$ cat config.mk
export PLATFORM = sky130hd
export DESIGN_NAME = solution_serializer
export DESIGN_NICKNAME = d
export VERILOG_FILES = /design/src/rtl/nonogram_pkg.sv /design/src/rtl/row_byte_select.sv /design/src/rtl/solution_serializer.sv
export SDC_FILE = /design/constraint.sdc
export NUM_CORES = 1
export LEC_CHECK = 0
export ABC_AREA = 1
export BUFFER_PORTS_ARGS = -buffer_cell sky130_fd_sc_hd__buf_2
export CORE_ASPECT_RATIO = 0.6
export CORE_UTILIZATION = 64
export CTS_CLUSTER_DIAMETER = 80
export DETAILED_ROUTE_END_ITERATION = 7
export PLACE_DENSITY_LB_ADDON = 0.15
export SLEW_MARGIN = 20
export SYNTH_ARGS = -nofsm -noshare
export SYNTH_HDL_FRONTEND = slang
export SYNTH_SLANG_ARGS = --single-unit
$ cat constraint.sdc
create_clock -name clk -period 7.2 [get_ports clk]
set_input_delay 1.08 -clock clk [delete_from_list [all_inputs] [get_ports clk]]
set_output_delay 1.08 -clock clk [all_outputs]
set_load 0.05 [all_outputs]
$ cat src/rtl/nonogram_pkg.sv
// nonogram_pkg: shared board limits, serializer state type and frame-length helper.
// SOLUTION_CHECKSUM_EN (when defined) adds one trailing XOR byte to every frame length.
package nonogram_pkg;

    localparam int MAX_ROWS = 11;
    localparam int MAX_COLS = 11;
    localparam int DIM_W    = $clog2(MAX_ROWS);

    typedef enum logic [1:0] {
        IDLE = 2'd0,
        SEND = 2'd1,
        WAIT = 2'd2,
        FIN  = 2'd3
    } ser_state_t;

    // Header byte plus m rows of one or two bytes; an empty board carries no row bytes.
    function automatic logic [4:0] frame_len(input logic [7:0] rows, input logic [7:0] cols);
        logic [4:0] body;
        if (rows == 8'd0 || cols == 8'd0)
            body = 5'd0;
        else if (cols > 8'd8)
            body = 5'(rows * 8'd2);
        else
            body = rows[4:0];
`ifdef SOLUTION_CHECKSUM_EN
        return body + 5'd2;
`else
        return body + 5'd1;
`endif
    endfunction

endpackage

$ cat src/rtl/row_byte_select.sv
// row_byte_select: picks byte k of row r from the latched board, zeroing columns at or beyond n.
module row_byte_select
    import nonogram_pkg::*;
#(
    parameter int ROWS  = MAX_ROWS,
    parameter int COLS  = MAX_COLS,
    parameter int SEL_W = DIM_W
) (
    input  logic [ROWS*COLS-1:0] solution,
    input  logic [SEL_W-1:0]     r,
    input  logic                 k,
    input  logic [SEL_W-1:0]     n,
    output logic [7:0]           row_byte
);

    localparam int CELLS = ROWS * COLS;
    localparam int IDX_W = $clog2(CELLS);

    always_comb begin
        int col;
        int idx;
        row_byte = 8'h00;
        col      = 0;
        idx      = 0;
        for (int b = 0; b < 8; b++) begin
            col = 8 * int'(k) + b;
            idx = int'(r) * COLS + col;
            if (col < int'(n) && col < COLS && idx < CELLS)
                row_byte[3'(b)] = solution[IDX_W'(idx)];
        end
    end

endmodule

$ cat src/rtl/solution_serializer.sv
// solution_serializer: frames the solved board as a dimension header plus row-packed cell bytes for uart_tx.
// Define SOLUTION_CHECKSUM_EN to append an XOR-of-all-bytes checksum byte to every frame.
module solution_serializer
    import nonogram_pkg::*;
#(
    parameter int MAX_ROWS = nonogram_pkg::MAX_ROWS,
    parameter int MAX_COLS = nonogram_pkg::MAX_COLS,
    parameter int DIM_W    = $clog2(MAX_ROWS)
) (
    input  logic                         clk,
    input  logic                         rst,
    input  logic                         valid_in,
    input  logic [MAX_ROWS*MAX_COLS-1:0] solution,
    input  logic [DIM_W-1:0]             m,
    input  logic [DIM_W-1:0]             n,
    input  logic                         tx_done,
    output logic                         send,
    output logic [7:0]                   byte_out,
    output logic                         busy,
    output logic                         done
);

    ser_state_t                   state;
    logic [MAX_ROWS*MAX_COLS-1:0] sol_q;
    logic [DIM_W-1:0]             n_q;
    logic [DIM_W-1:0]             r_q;
    logic                         k_q;
    logic [4:0]                   cnt_q;
    logic [4:0]                   total_q;
    logic [DIM_W-1:0]             m_clamp;
    logic [DIM_W-1:0]             n_clamp;
    logic [7:0]                   header;
    logic [7:0]                   row_byte;
    logic [7:0]                   next_byte;
`ifdef SOLUTION_CHECKSUM_EN
    logic [7:0]                   xor_q;
`endif

    assign m_clamp = (int'(m) > MAX_ROWS) ? DIM_W'(MAX_ROWS) : m;
    assign n_clamp = (int'(n) > MAX_COLS) ? DIM_W'(MAX_COLS) : n;
    assign header  = {4'(m_clamp), 4'(n_clamp)};

    row_byte_select #(
        .ROWS (MAX_ROWS),
        .COLS (MAX_COLS),
        .SEL_W(DIM_W)
    ) u_row_byte_select (
        .solution(sol_q),
        .r       (r_q),
        .k       (k_q),
        .n       (n_q),
        .row_byte(row_byte)
    );

    // (r_q, k_q) always points at the next row byte still to be emitted.
    always_comb begin
        next_byte = row_byte;
`ifdef SOLUTION_CHECKSUM_EN
        if (cnt_q + 5'd2 == total_q)
            next_byte = xor_q;
`endif
    end

    always_ff @(posedge clk or negedge rst) begin
        if (!rst) begin
            state    <= IDLE;
            sol_q    <= '0;
            n_q      <= '0;
            r_q      <= '0;
            k_q      <= 1'b0;
            cnt_q    <= 5'd0;
            total_q  <= 5'd0;
            send     <= 1'b0;
            byte_out <= 8'h00;
            busy     <= 1'b0;
            done     <= 1'b0;
`ifdef SOLUTION_CHECKSUM_EN
            xor_q    <= 8'h00;
`endif
        end else begin
            send <= 1'b0;
            done <= 1'b0;
`ifdef SOLUTION_CHECKSUM_EN
            if (send)
                xor_q <= xor_q ^ byte_out;
`endif
            case (state)
                IDLE: begin
                    if (valid_in) begin
                        sol_q    <= solution;
                        n_q      <= n_clamp;
                        r_q      <= '0;
                        k_q      <= 1'b0;
                        cnt_q    <= 5'd0;
                        total_q  <= frame_len(8'(m_clamp), 8'(n_clamp));
                        byte_out <= header;
                        send     <= 1'b1;
                        busy     <= 1'b1;
                        state    <= SEND;
`ifdef SOLUTION_CHECKSUM_EN
                        xor_q    <= 8'h00;
`endif
                    end
                end
                SEND: state <= WAIT;
                WAIT: begin
                    if (tx_done) begin
                        if (cnt_q + 5'd1 < total_q) begin
                            cnt_q    <= cnt_q + 5'd1;
                            byte_out <= next_byte;
                            send     <= 1'b1;
                            state    <= SEND;
                            if (n_q > DIM_W'(8) && !k_q) begin
                                k_q <= 1'b1;
                            end else begin
                                k_q <= 1'b0;
                                r_q <= r_q + 1'b1;
                            end
                        end else begin
                            done  <= 1'b1;
                            busy  <= 1'b0;
                            state <= FIN;
                        end
                    end
                end
                FIN: state <= IDLE;
                default: state <= IDLE;
            endcase
        end
    end

endmodule

==> results of run 1 <==
## synthesized netlist by cell type (all sizes together)
cell	instances	area, sq um
nand3b	10	75.07
clkbuf	25	93.84
o211ai	24	180.2
buf	64	425.4
clkinv	1	3.750
inv	132	495.5
or2	3	18.77
o22ai	1	6.260
nor2	69	304.0
fa	1	20.02
nand3	201	1006
o41ai	1	8.760
o21ai	179	907.1
nor4	2	12.51
o21bai	1	7.510
nand4	6	37.54
ha	28	350.3
a31oi	2	12.51
o31ai	5	37.54
a21oi	21	108.9
nand2	751	2864
and3	1	6.260
nor3	4	25.02
dfrtp	153	3829
xor2	13	132.6
xnor2	3	26.28
o21a	3	22.52
## worst max-delay path, stage by stage (launching register included)
cell and delay (ns):
dfrtp_4 0.89, ha_1 0.38, ha_1 0.34, fa_1 0.47, nor2_1 0.27, nor2_4 0.12, ha_1 0.36, inv_1 0.14
nor2_1 0.44, o21ai_0 0.20, nand2_1 0.24, nor2_1 0.07, nand2_1 0.11, nand3_1 0.09, nand3_1 0.14, a21oi_1 0.08
## cells by family after synthesis
logic type      share of synthesized area [%]
compound gates                          11.72
fa+ha+maj                               3.362
flops                                   34.75
xor+xnor                                1.442
simple gates                            39.48
buf+inv                                 9.245
## per-layer routing
layer / wire length (microns) / part of all wire (%)
met1: 16200 / 42
met2: 15440 / 40
met3: 6075 / 16
met4: 898 / 2.3
met5: 0 / 0
## flip-flops by register name, indices dropped and copies added, names as in the netlist
register and flops:
sol_q 121, byte_out 8, cnt_q 5, total_q 5, n_q 4, r_q 4, state 2, busy 1
done 1, k_q 1, send 1
## how the worst max path moves through the flow
stage | start | to | slack (ns)
after global placement | r_q[0] | byte_out[3] | 2.98
after floorplan | r_q[0] | byte_out[3] | 4.15
final | r_q[0] | byte_out[0] | 2.69
after detailed placement | r_q[0] | byte_out[3] | 2.89
after global routing | r_q[0] | byte_out[2] | 2.46
after CTS | r_q[0] | byte_out[3] | 2.88
## through the flow
| step | setup WS, ns | cell area, sq um |
|---|---|---|
| final | 2.693 | 12170 |
| after global routing | 2.458 | 12170 |
| after CTS | 2.882 | 12160 |
| after detailed placement | 2.893 | 11580 |
| after global placement | 2.985 | 11580 |
| after floorplan | 4.151 | 11020 |
## layout make-up
type	instances	area [sq um]
Clock inverter	11	148.9
Tap cell	228	285.3
Multi-Input combinational cell	1329	6182
Inverter	133	501.7
Clock buffer	18	429.2
Fill cell	1313	4362
Sequential cell	153	3832
Timing Repair Buffer	152	789.5
==> impl_metrics.toml, run 1 <==
[run_status]
status = "complete, no violations"

[min_path]
hold_class = "register to register"
whs_path_depth = 2
hold_path_end = "byte_out[5]"
min_from = "byte_out[5]"

[sta]
relSlewSlack_pct = 28.81
slew_viol_final = 0
max_freq_mhz = 221.9
rsz0062_at_grt = "false"
whs_ns = 0.4835
period_share_pct = 62.59
worstMarginPinSlew_ns = 1.068
final-setup-viol-count = 0
setup_tns_ns = 0
period_minus_slack_ns = 4.507
hold_viol_final = 0
clock_skew_ns = 0.01279

[floorplanning]
core.rowCount = 36
die_h_microns = 103.6
die_w_microns = 171.4
start_util_pct = 66.64
io-pin-count = 144
fp.coreArea_sq_um = 16530
die-area_sq_um = 17760

[clocking]
cts_buffers = 17
cts_hold_buf = 0
cts_tree = "yes"
clkTransAtPathRegs_ns = 0.07
cts-root-buf = "clkbuf_16"
cts_buffer_depth = 2
postCtsSetupRepairBufs = 0
postCtsResizedCells = 0
ctsHtreeMaxLevel = 4
clk_latency_ns = 0.45
cts.sink_count = 153

[synth]
syn_area_sq_um = 11020
netlist_instances = 1704
ys_warn_count = 0
syn_area_per_cell_sq_um = 6.465
seq_area_frac_synth_pct = 34.75
ys_seq_elements = 153
synth_cell_types = 42
syn-num-nets = 1866

[finish]
final_common_cell = "nand2_1"
final_cell_mix = "738 x nand2_1, 201 x nand3_1, 152 x dfrtp_1"
diodes = 0
fin_util_pct = 73.61
fin_nets = 1948
area_growth_pct = 10.46
final_cells = 2024
drive_above_1_share_pct = 12.14

[critical_path]
critPathLaunchType = "register"
reg2reg_to = "byte_out[0]"
arrival_ns = 4.84
cp_data_required_time_ns = 7.54
cp_max_fo = 74
path_class = "register to register"
critPathCaptureType = "register"
r2r_cells = 15
r2r-start = "r_q[0]"
ff2ff_setup_slack_ns = 2.69

[global_routing]
grt_pass1_vias = 11170
grt_pass1_wl_microns = 60990
grt_overflow = 0
met2_usage_pct = 60.71
antenna_found_initial = 0
busiest_layer = "met1"
track_usage_pct = 45.09
met1_usage_pct = 66.90
grt_use_met3_pct = 15.74
grt_max_degree = 123

[placement]
dp.cells = 1995
hpwlAfterDp_microns = 27720
port_buffers = 143
gp_congestion = 1.139

[flow_run]
cap_viol_max_count = 0

[route]
wl_per_cell_microns = 19.08
vias = 12350
avgViaCountPerCell = 6.103
first_iter_violations = 2156
ant_nets = 0
drtPass1Iterations = 6
drcViolationCount = 0
wirelength_microns = 38610
Power of run 1 is left out: the tool's default activity adds up to more than one toggle a clock period on the data nets, which glitch-free logic cannot reach.
==> inputs of run 2 (changes only) <==
Settings changed: ABC_AREA 1 to 0, CORE_UTILIZATION 64 to 54.
Clock period 7.2 ns to 3.7 ns, I/O delays scaled along.
==> impl_metrics.toml, run 2 <==
[synth]
synth.area.top_cells = "dfrtp_1 34%, mux4_2 23%, nand2_1 14%"
synth_cell_types = 67
netlist_instances = 1122
synth_compound_area_share_pct = 6.880
syn_area_per_cell_sq_um = 9.984
ys.flop_type = "dfrtp_1"
yosysMostFrequentCell = "nand2_1"
synthTopCellsByCount = "419 x nand2_1, 153 x dfrtp_1, 113 x mux4_2, 41 x mux2i_1, 34 x clkbuf_1"
synth-simple-area-share_pct = 19.68
synthAdderAreaFrac_pct = 3.306
yosys.area.top_type_share_pct = 34.18
seq_area_frac_synth_pct = 34.18
async_reset_ff_share_pct = 100.0
synth_edf_count = 0
synth_top_area_cell = "dfrtp_1"
ys_seq_elements = 153
synthMuxAreaShare_pct = 29.03
ys_warn_count = 0
syn-num-nets = 1284
syn_area_sq_um = 11200
synth-xor-area-share_pct = 2.681
synth_top_family_by_area = "multiplexers"

[clocking]
clk_latency_ns = 0.44
cts_hold_buf = 0
cts_buffers = 17
cts_buffer_depth = 2
cts.sink_count = 153
cts_tree = "yes"
cts-root-buf = "clkbuf_16"
ctsHtreeMaxLevel = 4
clkTransAtPathRegs_ns = 0.06

[sta]
relSlewSlack_pct = 41.40
worstMarginPinSlew_ns = 0.8790
final-setup-viol-count = 0
hold_viol_final = 0
period_share_pct = 98.60
clock_skew_ns = 0.01146
period_minus_slack_ns = 3.648
slew_viol_final = 0
timing.final.ws_setup_ns = 0.05166
rsz0062_at_grt = "true"
max_freq_mhz = 274.1

[global_routing]
grt_max_degree = 130
grt_pass1_vias = 8588
grt_pass1_wl_microns = 49850
track_usage_pct = 30.82
antenna_found_initial = 0
grt_overflow = 0

[critical_path]
arrival_ns = 3.95
cp_max_fo = 7
critPathCaptureType = "register"
critPathLaunchType = "register"
cp_data_required_time_ns = 4.00
path_class = "register to register"

[power_and_ir_drop]
power.leakage_nw = 6.277
p_total_w = 0.01618
ir_worst_vdd_uv = 568.7
powerDensity_nw_per_um2 = 1224

[finish]
fin_nets = 1447
drive_above_1_share_pct = 30.12
final_common_cell = "nand2_1"
nFillCells = 1640
diodes = 0
final_cell_mix = "418 x nand2_1, 152 x dfrtp_1, 142 x buf_2"
area_growth_pct = 17.98
largest_reg_flops = 121
largest_register = "sol_q"
reg_top3 = "sol_q (121), byte_out (8)"

[flow_run]
cap_viol_max_count = 0

[floorplanning]
io-pin-count = 144
die-area_sq_um = 21340
die_h_microns = 113.6
fp.coreArea_sq_um = 20170
start_util_pct = 55.54
core.rowCount = 40
die_w_microns = 187.9

[route]
wl_per_cell_microns = 20.16
ant_nets = 0
wirelength_microns = 31680
first_iter_violations = 1136
avgViaCountPerCell = 6.036
vias = 9483
drtPass1Iterations = 5
drcViolationCount = 0

[run_status]
status = "complete, no violations"

[placement]
gp_congestion = 0.9827
dpl_worst_slack_ns = -0.3306
port_buffers = 143
hpwlAfterDp_microns = 22910

[min_path]
hold_class = "input port to async pin"
run 2: changes by cell type in the layout (fill, tap and decap cells not counted), sizes merged, moves of 12 or more:
cell    delta
buf       +65
inv      -114
mux2i     +41
mux4     +120
nand2    -332
nand3    -170
nor2      -45
o211ai    -22
o21ai    -148
xnor2     +12
run 2: repair_timing:
item / CTS / global route
setup buffers: 2 / 4
resized for setup: 9 / 9
endpoints found under the setup margin: 4 / 4
pin swaps: 5 / 11
run 2: area by class of cell:
type | count | area (sq um) | area share [%]
timing repair buffer | 217 | 1376 | 10.41
multi-input combinational | 877 | 7009 | 53.03
clock inverter | 11 | 145.1 | 1.098
tap | 273 | 341.6 | 2.585
clock buffer | 21 | 440.4 | 3.332
inverter | 19 | 71.32 | 0.5396
sequential | 153 | 3832 | 29.00
run 2: worst paths after layout:
kind | start | slack, ns | cells after the start | endpoint
max in group asynchronous | rst | 2.73 | 2 | sol_q[78]
hold reg to reg | cnt_q[4] | 0.51 | 2 | cnt_q[4]
hold / removal | rst | 0.18 | 1 | sol_q[19]
setup / recovery | r_q[0] | 0.05 | 14 | byte_out[3]
setup reg to reg | r_q[0] | 0.05 | 14 | byte_out[3]
min in group clk | solution[74] | 0.30 | 3 | sol_q[74]
run 2: report_power, final:
| group | internal, W | switching, W |
|---|---|---|
| Combinational | 0.00550 | 0.00545 |
| Sequential | 0.00245 | 0.000996 |
| Clock | 0.00106 | 0.000718 |
| Total | 0.00901 | 0.00717 |
run 2: metrics by stage:
step	hold WS [ns]	TNS (ns)	instances	utilization (%)	area [sq um]
floorplan	0.2594	-0.01033	1122	-	11230
global placement	0.4642	-0.8386	1533	61.94	12490
detailed placement	0.4862	-1.127	1533	61.94	12490
CTS	0.2202	-0.02060	1567	65.22	13160
global route	0.2632	-0.05299	1571	65.53	13220
finish	0.1806	0	1571	65.53	13220
run 2: cells by family (layout without fill, tap and decap cells):
| family | after synthesis | after routing |
|---|---|---|
| buf+inv | 92 | 268 |
| fa+ha+maj | 29 | 29 |
| compound gates | 119 | 119 |
| simple gates | 533 | 533 |
| xor+xnor | 25 | 25 |
| flops | 153 | 153 |
| mux | 171 | 171 |
run 2: critical path, cell delays in order (launching register included):
cell and delay, ns:
dfrtp_4 0.49, buf_4 0.16, ha_2 0.19, ha_2 0.19, fa_1 0.48, ha_4 0.38, buf_4 0.16, xor2_4 0.25
buf_4 0.17, buf_4 0.13, mux2i_1 0.25, nand3_1 0.17, a41o_1 0.25, a31oi_1 0.15, o21ai_1 0.09
run 2: metal layers:
metal  share of wire, %  up-vias  track usage, %
met1                 50     4670           51.35
met5                  0        -               0
met4                1.1        0           6.829
met3                9.5       25           8.677
met2                 39      445           38.52
li1                   -     4343               -
(Power assumes the default switching activity.)
